--- config.mk ---
export PLATFORM = sky130hd
export DESIGN_NAME = gpu_instr_fifo_flat
export DESIGN_NICKNAME = d
export VERILOG_FILES = /design/src/rtl/gpu_pkg.sv /design/src/rtl/gpu_instr_fifo_if.sv /design/src/rtl/gpu_sync_fifo.sv /design/src/rtl/gpu_instr_fifo.sv /design/src/flat_wrapper.sv
export SDC_FILE = /design/constraint.sdc
export NUM_CORES = 1
export LEC_CHECK = 0
export CAP_MARGIN = 30
export CELL_PAD_IN_SITES_DETAIL_PLACEMENT = 0
export CELL_PAD_IN_SITES_GLOBAL_PLACEMENT = 1
export CORE_ASPECT_RATIO = 1.75
export CORE_MARGIN = 2
export CORE_UTILIZATION = 30
export CTS_CLUSTER_SIZE = 8
export DETAILED_ROUTE_END_ITERATION = 10
export PLACE_DENSITY_LB_ADDON = 0.12
export SLEW_MARGIN = 10
export SYNTH_ARGS = -nofsm -noshare
export SYNTH_HDL_FRONTEND = slang
export SYNTH_SLANG_ARGS = --single-unit
--- constraint.sdc ---
create_clock -name clk -period 25.2 [get_ports clk]
set_input_delay 5.04 -clock clk [delete_from_list [all_inputs] [get_ports clk]]
set_output_delay 5.04 -clock clk [all_outputs]
set_load 0.02 [all_outputs]
--- src/rtl/gpu_pkg.sv ---
// Shared GPU definitions: default field widths, opcodes and the instruction record.
package gpu_pkg;

  localparam int DEF_WIDTH_BITS   = 10;
  localparam int DEF_HEIGHT_BITS  = 9;
  localparam int DEF_CHANNEL_BITS = 8;

  localparam logic [3:0] OP_NOP    = 4'h0;
  localparam logic [3:0] OP_CLEAR  = 4'h1;
  localparam logic [3:0] OP_PIXEL  = 4'h2;
  localparam logic [3:0] OP_LINE   = 4'h3;
  localparam logic [3:0] OP_CIRCLE = 4'h4;
  localparam logic [3:0] OP_RECT   = 4'h5;

  typedef struct packed {
    logic [3:0]                  opcode;
    logic [DEF_WIDTH_BITS-1:0]   x1;
    logic [DEF_HEIGHT_BITS-1:0]  y1;
    logic [DEF_WIDTH_BITS-1:0]   x2;
    logic [DEF_HEIGHT_BITS-1:0]  y2;
    logic [DEF_WIDTH_BITS-1:0]   rad;
    logic [DEF_CHANNEL_BITS-1:0] r;
    logic [DEF_CHANNEL_BITS-1:0] g;
    logic [DEF_CHANNEL_BITS-1:0] b;
    logic [2:0]                  quad;
  } gpu_instr_t;

endpackage

--- src/rtl/gpu_instr_fifo_if.sv ---
// Host/draw-engine side bundle of the instruction queue.
interface gpu_instr_fifo_if
  import gpu_pkg::*;
#(
  parameter int WIDTH_BITS   = DEF_WIDTH_BITS,
  parameter int HEIGHT_BITS  = DEF_HEIGHT_BITS,
  parameter int CHANNEL_BITS = DEF_CHANNEL_BITS
) ();

  logic [3:0]              opcode_i;
  logic [WIDTH_BITS-1:0]   x1_i, x2_i, rad_i;
  logic [HEIGHT_BITS-1:0]  y1_i, y2_i;
  logic [CHANNEL_BITS-1:0] r_i, g_i, b_i;
  logic [2:0]              quad_i;
  logic                    write_enable_i;
  logic                    push_instruction_i;
  logic                    pop_instruction_i;

  logic                    fifo_empty_o;
  logic                    fifo_full_o;
  logic [3:0]              opcode_o;
  logic [WIDTH_BITS-1:0]   x1_o, x2_o, rad_o;
  logic [HEIGHT_BITS-1:0]  y1_o, y2_o;
  logic [CHANNEL_BITS-1:0] r_o, g_o, b_o;
  logic [2:0]              quad_o;

  modport master (
    output opcode_i, x1_i, y1_i, x2_i, y2_i, rad_i, r_i, g_i, b_i, quad_i,
           write_enable_i, push_instruction_i, pop_instruction_i,
    input  fifo_empty_o, fifo_full_o,
           opcode_o, x1_o, y1_o, x2_o, y2_o, rad_o, r_o, g_o, b_o, quad_o
  );

  modport slave (
    input  opcode_i, x1_i, y1_i, x2_i, y2_i, rad_i, r_i, g_i, b_i, quad_i,
           write_enable_i, push_instruction_i, pop_instruction_i,
    output fifo_empty_o, fifo_full_o,
           opcode_o, x1_o, y1_o, x2_o, y2_o, rad_o, r_o, g_o, b_o, quad_o
  );

endinterface

--- src/rtl/gpu_sync_fifo.sv ---
// Generic first-word-fall-through synchronous FIFO; head reads as zero when empty.
module gpu_sync_fifo #(
  parameter int DATA_W = 8,
  parameter int DEPTH  = 8
) (
  input  logic              clk,
  input  logic              rst,
  input  logic              wr_en,
  input  logic [DATA_W-1:0] wr_data,
  input  logic              rd_en,
  output logic [DATA_W-1:0] rd_data,
  output logic              empty,
  output logic              full
);

  localparam int AW = (DEPTH > 1) ? $clog2(DEPTH) : 1;
  localparam logic [AW:0] FULL_CNT = (AW+1)'(DEPTH);

  logic [DEPTH-1:0][DATA_W-1:0] mem_q;
  logic [AW-1:0]                wr_ptr_q, rd_ptr_q;
  logic [AW:0]                  count_q;
  logic                         do_push, do_pop;

  assign empty   = (count_q == '0);
  assign full    = (count_q == FULL_CNT);
  assign do_pop  = rd_en && !empty;
  // A full queue still accepts a push when the head leaves on the same edge.
  assign do_push = wr_en && (!full || do_pop);
  assign rd_data = empty ? '0 : mem_q[rd_ptr_q];

  always_ff @(posedge clk or posedge rst) begin
    if (rst) begin
      mem_q    <= '0;
      wr_ptr_q <= '0;
      rd_ptr_q <= '0;
      count_q  <= '0;
    end else begin
      if (do_push) begin
        mem_q[wr_ptr_q] <= wr_data;
        wr_ptr_q        <= wr_ptr_q + AW'(1);
      end
      if (do_pop) rd_ptr_q <= rd_ptr_q + AW'(1);
      if (do_push && !do_pop)      count_q <= count_q + (AW+1)'(1);
      else if (do_pop && !do_push) count_q <= count_q - (AW+1)'(1);
    end
  end

endmodule

--- src/rtl/gpu_instr_fifo.sv ---
// Instruction queue: host stages one instruction, commits it into the FIFO, engine pops the head.
module gpu_instr_fifo
  import gpu_pkg::*;
#(
  parameter int WIDTH_BITS   = DEF_WIDTH_BITS,
  parameter int HEIGHT_BITS  = DEF_HEIGHT_BITS,
  parameter int CHANNEL_BITS = DEF_CHANNEL_BITS,
  parameter int DEPTH        = 8
) (
  input logic             clk,
  input logic             rst,
  gpu_instr_fifo_if.slave bus
);

  typedef struct packed {
    logic [3:0]              opcode;
    logic [WIDTH_BITS-1:0]   x1;
    logic [HEIGHT_BITS-1:0]  y1;
    logic [WIDTH_BITS-1:0]   x2;
    logic [HEIGHT_BITS-1:0]  y2;
    logic [WIDTH_BITS-1:0]   rad;
    logic [CHANNEL_BITS-1:0] r;
    logic [CHANNEL_BITS-1:0] g;
    logic [CHANNEL_BITS-1:0] b;
    logic [2:0]              quad;
  } instr_t;

  localparam int INSTR_W = $bits(instr_t);

  instr_t               stage_q, stage_d, head;
  logic [INSTR_W-1:0]   head_bits;

  always_comb begin
    stage_d        = '0;
    stage_d.opcode = bus.opcode_i;
    stage_d.x1     = bus.x1_i;
    stage_d.y1     = bus.y1_i;
    stage_d.x2     = bus.x2_i;
    stage_d.y2     = bus.y2_i;
    stage_d.rad    = bus.rad_i;
    stage_d.r      = bus.r_i;
    stage_d.g      = bus.g_i;
    stage_d.b      = bus.b_i;
    stage_d.quad   = bus.quad_i;
  end

  // The FIFO captures stage_q from before the edge, so staging and pushing
  // on the same edge commits the previously staged instruction.
  always_ff @(posedge clk or posedge rst) begin
    if (rst)                     stage_q <= '0;
    else if (bus.write_enable_i) stage_q <= stage_d;
  end

  gpu_sync_fifo #(
    .DATA_W (INSTR_W),
    .DEPTH  (DEPTH)
  ) u_fifo (
    .clk     (clk),
    .rst     (rst),
    .wr_en   (bus.push_instruction_i),
    .wr_data (stage_q),
    .rd_en   (bus.pop_instruction_i),
    .rd_data (head_bits),
    .empty   (bus.fifo_empty_o),
    .full    (bus.fifo_full_o)
  );

  assign head = instr_t'(head_bits);

  always_comb begin
    bus.opcode_o = head.opcode;
    bus.x1_o     = head.x1;
    bus.y1_o     = head.y1;
    bus.x2_o     = head.x2;
    bus.y2_o     = head.y2;
    bus.rad_o    = head.rad;
    bus.r_o      = head.r;
    bus.g_o      = head.g;
    bus.b_o      = head.b;
    bus.quad_o   = head.quad;
  end

endmodule

--- src/flat_wrapper.sv ---
// flat-port wrapper written by rule: the top's interface ports become plain ports
module gpu_instr_fifo_flat import gpu_pkg::*;
#(
  parameter int WIDTH_BITS   = DEF_WIDTH_BITS,
  parameter int HEIGHT_BITS  = DEF_HEIGHT_BITS,
  parameter int CHANNEL_BITS = DEF_CHANNEL_BITS,
  parameter int DEPTH        = 8
)
  (clk, rst, bus_opcode_i, bus_x1_i, bus_y1_i, bus_x2_i, bus_y2_i, bus_rad_i, bus_r_i, bus_g_i, bus_b_i, bus_quad_i, bus_write_enable_i, bus_push_instruction_i, bus_pop_instruction_i, bus_fifo_empty_o, bus_fifo_full_o, bus_opcode_o, bus_x1_o, bus_y1_o, bus_x2_o, bus_y2_o, bus_rad_o, bus_r_o, bus_g_o, bus_b_o, bus_quad_o);
  gpu_instr_fifo_if #(.WIDTH_BITS(WIDTH_BITS), .HEIGHT_BITS(HEIGHT_BITS), .CHANNEL_BITS(CHANNEL_BITS)) bus_i ();
  input logic clk;
  input logic rst;
  input wire logic [$bits(bus_i.opcode_i)-1:0] bus_opcode_i;
  input wire logic [$bits(bus_i.x1_i)-1:0] bus_x1_i;
  input wire logic [$bits(bus_i.y1_i)-1:0] bus_y1_i;
  input wire logic [$bits(bus_i.x2_i)-1:0] bus_x2_i;
  input wire logic [$bits(bus_i.y2_i)-1:0] bus_y2_i;
  input wire logic [$bits(bus_i.rad_i)-1:0] bus_rad_i;
  input wire logic [$bits(bus_i.r_i)-1:0] bus_r_i;
  input wire logic [$bits(bus_i.g_i)-1:0] bus_g_i;
  input wire logic [$bits(bus_i.b_i)-1:0] bus_b_i;
  input wire logic [$bits(bus_i.quad_i)-1:0] bus_quad_i;
  input wire logic [$bits(bus_i.write_enable_i)-1:0] bus_write_enable_i;
  input wire logic [$bits(bus_i.push_instruction_i)-1:0] bus_push_instruction_i;
  input wire logic [$bits(bus_i.pop_instruction_i)-1:0] bus_pop_instruction_i;
  output wire logic [$bits(bus_i.fifo_empty_o)-1:0] bus_fifo_empty_o;
  output wire logic [$bits(bus_i.fifo_full_o)-1:0] bus_fifo_full_o;
  output wire logic [$bits(bus_i.opcode_o)-1:0] bus_opcode_o;
  output wire logic [$bits(bus_i.x1_o)-1:0] bus_x1_o;
  output wire logic [$bits(bus_i.y1_o)-1:0] bus_y1_o;
  output wire logic [$bits(bus_i.x2_o)-1:0] bus_x2_o;
  output wire logic [$bits(bus_i.y2_o)-1:0] bus_y2_o;
  output wire logic [$bits(bus_i.rad_o)-1:0] bus_rad_o;
  output wire logic [$bits(bus_i.r_o)-1:0] bus_r_o;
  output wire logic [$bits(bus_i.g_o)-1:0] bus_g_o;
  output wire logic [$bits(bus_i.b_o)-1:0] bus_b_o;
  output wire logic [$bits(bus_i.quad_o)-1:0] bus_quad_o;
  assign bus_i.opcode_i = bus_opcode_i;
  assign bus_i.x1_i = bus_x1_i;
  assign bus_i.y1_i = bus_y1_i;
  assign bus_i.x2_i = bus_x2_i;
  assign bus_i.y2_i = bus_y2_i;
  assign bus_i.rad_i = bus_rad_i;
  assign bus_i.r_i = bus_r_i;
  assign bus_i.g_i = bus_g_i;
  assign bus_i.b_i = bus_b_i;
  assign bus_i.quad_i = bus_quad_i;
  assign bus_i.write_enable_i = bus_write_enable_i;
  assign bus_i.push_instruction_i = bus_push_instruction_i;
  assign bus_i.pop_instruction_i = bus_pop_instruction_i;
  assign bus_fifo_empty_o = bus_i.fifo_empty_o;
  assign bus_fifo_full_o = bus_i.fifo_full_o;
  assign bus_opcode_o = bus_i.opcode_o;
  assign bus_x1_o = bus_i.x1_o;
  assign bus_y1_o = bus_i.y1_o;
  assign bus_x2_o = bus_i.x2_o;
  assign bus_y2_o = bus_i.y2_o;
  assign bus_rad_o = bus_i.rad_o;
  assign bus_r_o = bus_i.r_o;
  assign bus_g_o = bus_i.g_o;
  assign bus_b_o = bus_i.b_o;
  assign bus_quad_o = bus_i.quad_o;
  gpu_instr_fifo #(.WIDTH_BITS(WIDTH_BITS), .HEIGHT_BITS(HEIGHT_BITS), .CHANNEL_BITS(CHANNEL_BITS), .DEPTH(DEPTH)) u_core (.clk(clk), .rst(rst), .bus(bus_i));
endmodule
==> impl_metrics.toml <==
[power]
irDropWorstVdd_v = 0.0000717
p_per_area_mw_per_mm2 = 147
power.leakage_nw = 15.6

[setup_path]
startpoint_type = "register"
cp_slowest_cell = "buf_4"
worstPathMaxFanout = 49
crit_chain = "buf_4 > buf_4 > mux4_2 > a22o_1 > clkdlybuf4s50_1"
criticalPathCategory = "reg2out"
critPathArrivalTime_ns = 4.44
cp_common_cell = "buf_4"
crit_path_end_kind = "output pin"
required_ns = 20.16
max_stage_delay_ns = 0.80

[clock_network]
clock_path_buffers = 3
htreeDepth = 3
cts_setup_buffers = 0
numCtsBuffers = 100
cts_sinks = 721
cts_tree = "yes"
clock_latency_ns = 0.68
cts_root_buf = "clkbuf_16"
cts_resized = 0
hold_buffers = 0
clk_pin_slew_worst_paths_ns = 0.05

[placed_design]
dp.cells = 3283
io_buffers = 164
dp_hpwl_um = 46300
pre_cts_ws_ns = 15.05
place_congestion = 0.679

[global_routing]
track_usage = 0.161
antenna_found_initial = 2
grt_max_degree = 172
grt_overflow = 0
grt_pass1_vias = 19565
grt_pass1_wl_um = 130000

[routing]
final_antenna_net_count = 0
wl_per_cell_um = 24.9
dr.pass1.iters = 4
vias = 17260
wl_met3_um = 2900
drtIter0Drc = 628
routed_via_density = 5.07
m1WireLength_um = 36600
wl_met2_um = 43600
routed_wl_um = 84700
top_layer_used = "met5"
drc_errors = 0

[synth]
ys_top_cells_by_count = "721 x dfrtp_1, 649 x mux2_2, 158 x mux4_2"
synth_area_leaders = "dfrtp_1 57%, mux2_2 23%, mux4_2 11%"
seq_area_frac_synth = 0.572
synth_nets = 1946
synth_largest_area_cell = "dfrtp_1"
syn_inst = 1856
synth_area_mm2 = 0.0315
yosysMostFrequentCell = "dfrtp_1"
synth_edf_count = 0
synthFlopType = "dfrtp_1"
yosysUniqueCellTypes = 34
yosys_warnings = 0
postSynthAreaPerCell_um2 = 17.0
ys_ff_latch = 721
yosys.area.top_type_share = 0.572
async_flop_share = 1.00

[sta]
worstMarginPinSlew_ns = 1.00
min_period_ns = 9.48
hold_slack_ns = 0.481
period_share = 0.376
fin_setup_tns_ns = 0
slew_headroom = 0.331
setup_viol = 0
finalMaxSlewViolations = 0
rsz0062_at_grt = "no"
fin_ws_ns = 15.72
hold_viol_final = 0
fmax_mhz = 105
worst_clock_skew_ns = 0.0267

[cells_and_area]
finalNetCount = 2133
nFillCells = 9947
drive_gt1_frac = 0.478
fin_cells = 3404
area_growth_pct = 19.1
antenna_cells = 0

[run]
max-cap-violations = 0

[floorplan]
dieArea_mm2 = 0.108
die_h_um = 433
io_pins = 165
die_w_um = 249
initial_core_util = 0.302
core_mm2 = 0.105
rows = 157

[status]
outcome = "complete, no violations"

[min_path]
min_path_type = "reg2reg"
path summary, 6_finish.rpt:
path                                                 from                       end  slack, ns  cells after the start
worst max-delay path            u_core.u_fifo.rd_ptr_q[1]               bus_x1_o[9]      15.72                      5
worst min-delay path             u_core.u_fifo.mem_q[468]  u_core.u_fifo.mem_q[468]       0.48                      1
worst max register to register   u_core.u_fifo.count_q[0]  u_core.u_fifo.count_q[3]      21.84                      9
worst min register to register   u_core.u_fifo.mem_q[468]  u_core.u_fifo.mem_q[468]       0.48                      1
max in group asynchronous                             rst  u_core.u_fifo.mem_q[438]      16.81                     10
min in group asynchronous                             rst  u_core.u_fifo.mem_q[321]       4.74                      3
stage by stage:
stage | area (um^2) | utilization | power, mW
after floorplan | 31500 | - | 3.52
after global placement | 34500 | 0.330 | 4.28
after detailed placement | 34700 | 0.332 | 4.36
after CTS | 37300 | 0.357 | 5.61
after global routing | 37500 | 0.359 | 5.84
final | 37500 | 0.359 | 5.50
kinds of logic after synthesis:
kind of cell / Yosys count / synth area share
AND/OR/NAND/NOR: 19 / 0.00365
adder cells (fa/ha/maj): 6 / 0.00262
AO/OA/AOI/OAI: 95 / 0.0283
multiplexers: 873 / 0.368
flip-flops: 721 / 0.572
buffers and inverters: 136 / 0.0231
XOR/XNOR: 6 / 0.00167
worst max-delay path, delay by kind of cell (launching register included):
kind	cells	cell delay, ns
buf+inv	3	2.10
mux	1	0.59
compound gates	1	0.28
flops	1	0.71
area by class of cell:
class | count | area [um^2] | share of cell area
multi-input combinational | 999 | 12800 | 0.341
timing repair buffer | 216 | 2320 | 0.0618
clock buffer | 107 | 2570 | 0.0685
tap | 1351 | 1690 | 0.0450
sequential | 721 | 18000 | 0.481
inverter | 5 | 22.5 | 0.000600
clock inverter | 5 | 87.6 | 0.00233
metal layers:
layer / vias up / GRT usage
met5: - / 0
met4: 4 / 0.0473
met3: 103 / 0.0280
met2: 270 / 0.283
met1: 9515 / 0.202
li1: 7368 / -
power breakdown:
group	internal (mW)	switching, mW	total, mW
Combinational	1.28	1.01	2.29
Clock	0.718	0.489	1.21
Sequential	1.70	0.312	2.01
Total	3.70	1.81	5.50
registers in the layout (all words and copies together), names as in the netlist:
register                cells
u_core.u_fifo.mem_q       632
u_core.stage_q             79
u_core.u_fifo.count_q       4
u_core.u_fifo.rd_ptr_q      3
u_core.u_fifo.wr_ptr_q      3
cells in the final DEF, fill, tap and decap left out, types with 2 or more instances in the layout:
cell and count:
mux2_1 65, mux2_2 649, ha_1 5, mux4_2 158
dfrtp_4 2, or4_1 2, clkbuf_1 5, xnor2_1 6
inv_1 4, dfrtp_1 719, buf_12 5, clkinv_8 3
nand2_1 3, o211ai_4 3, o2111ai_4 4, nor2b_1 3
o21ai_0 2, a21oi_1 2, o211ai_1 3, buf_4 36
clkbuf_16 102, clkdlybuf4s50_1 163, buf_16 11, nand3_1 3
a22o_1 79
Power figures use the tool's default switching activity.
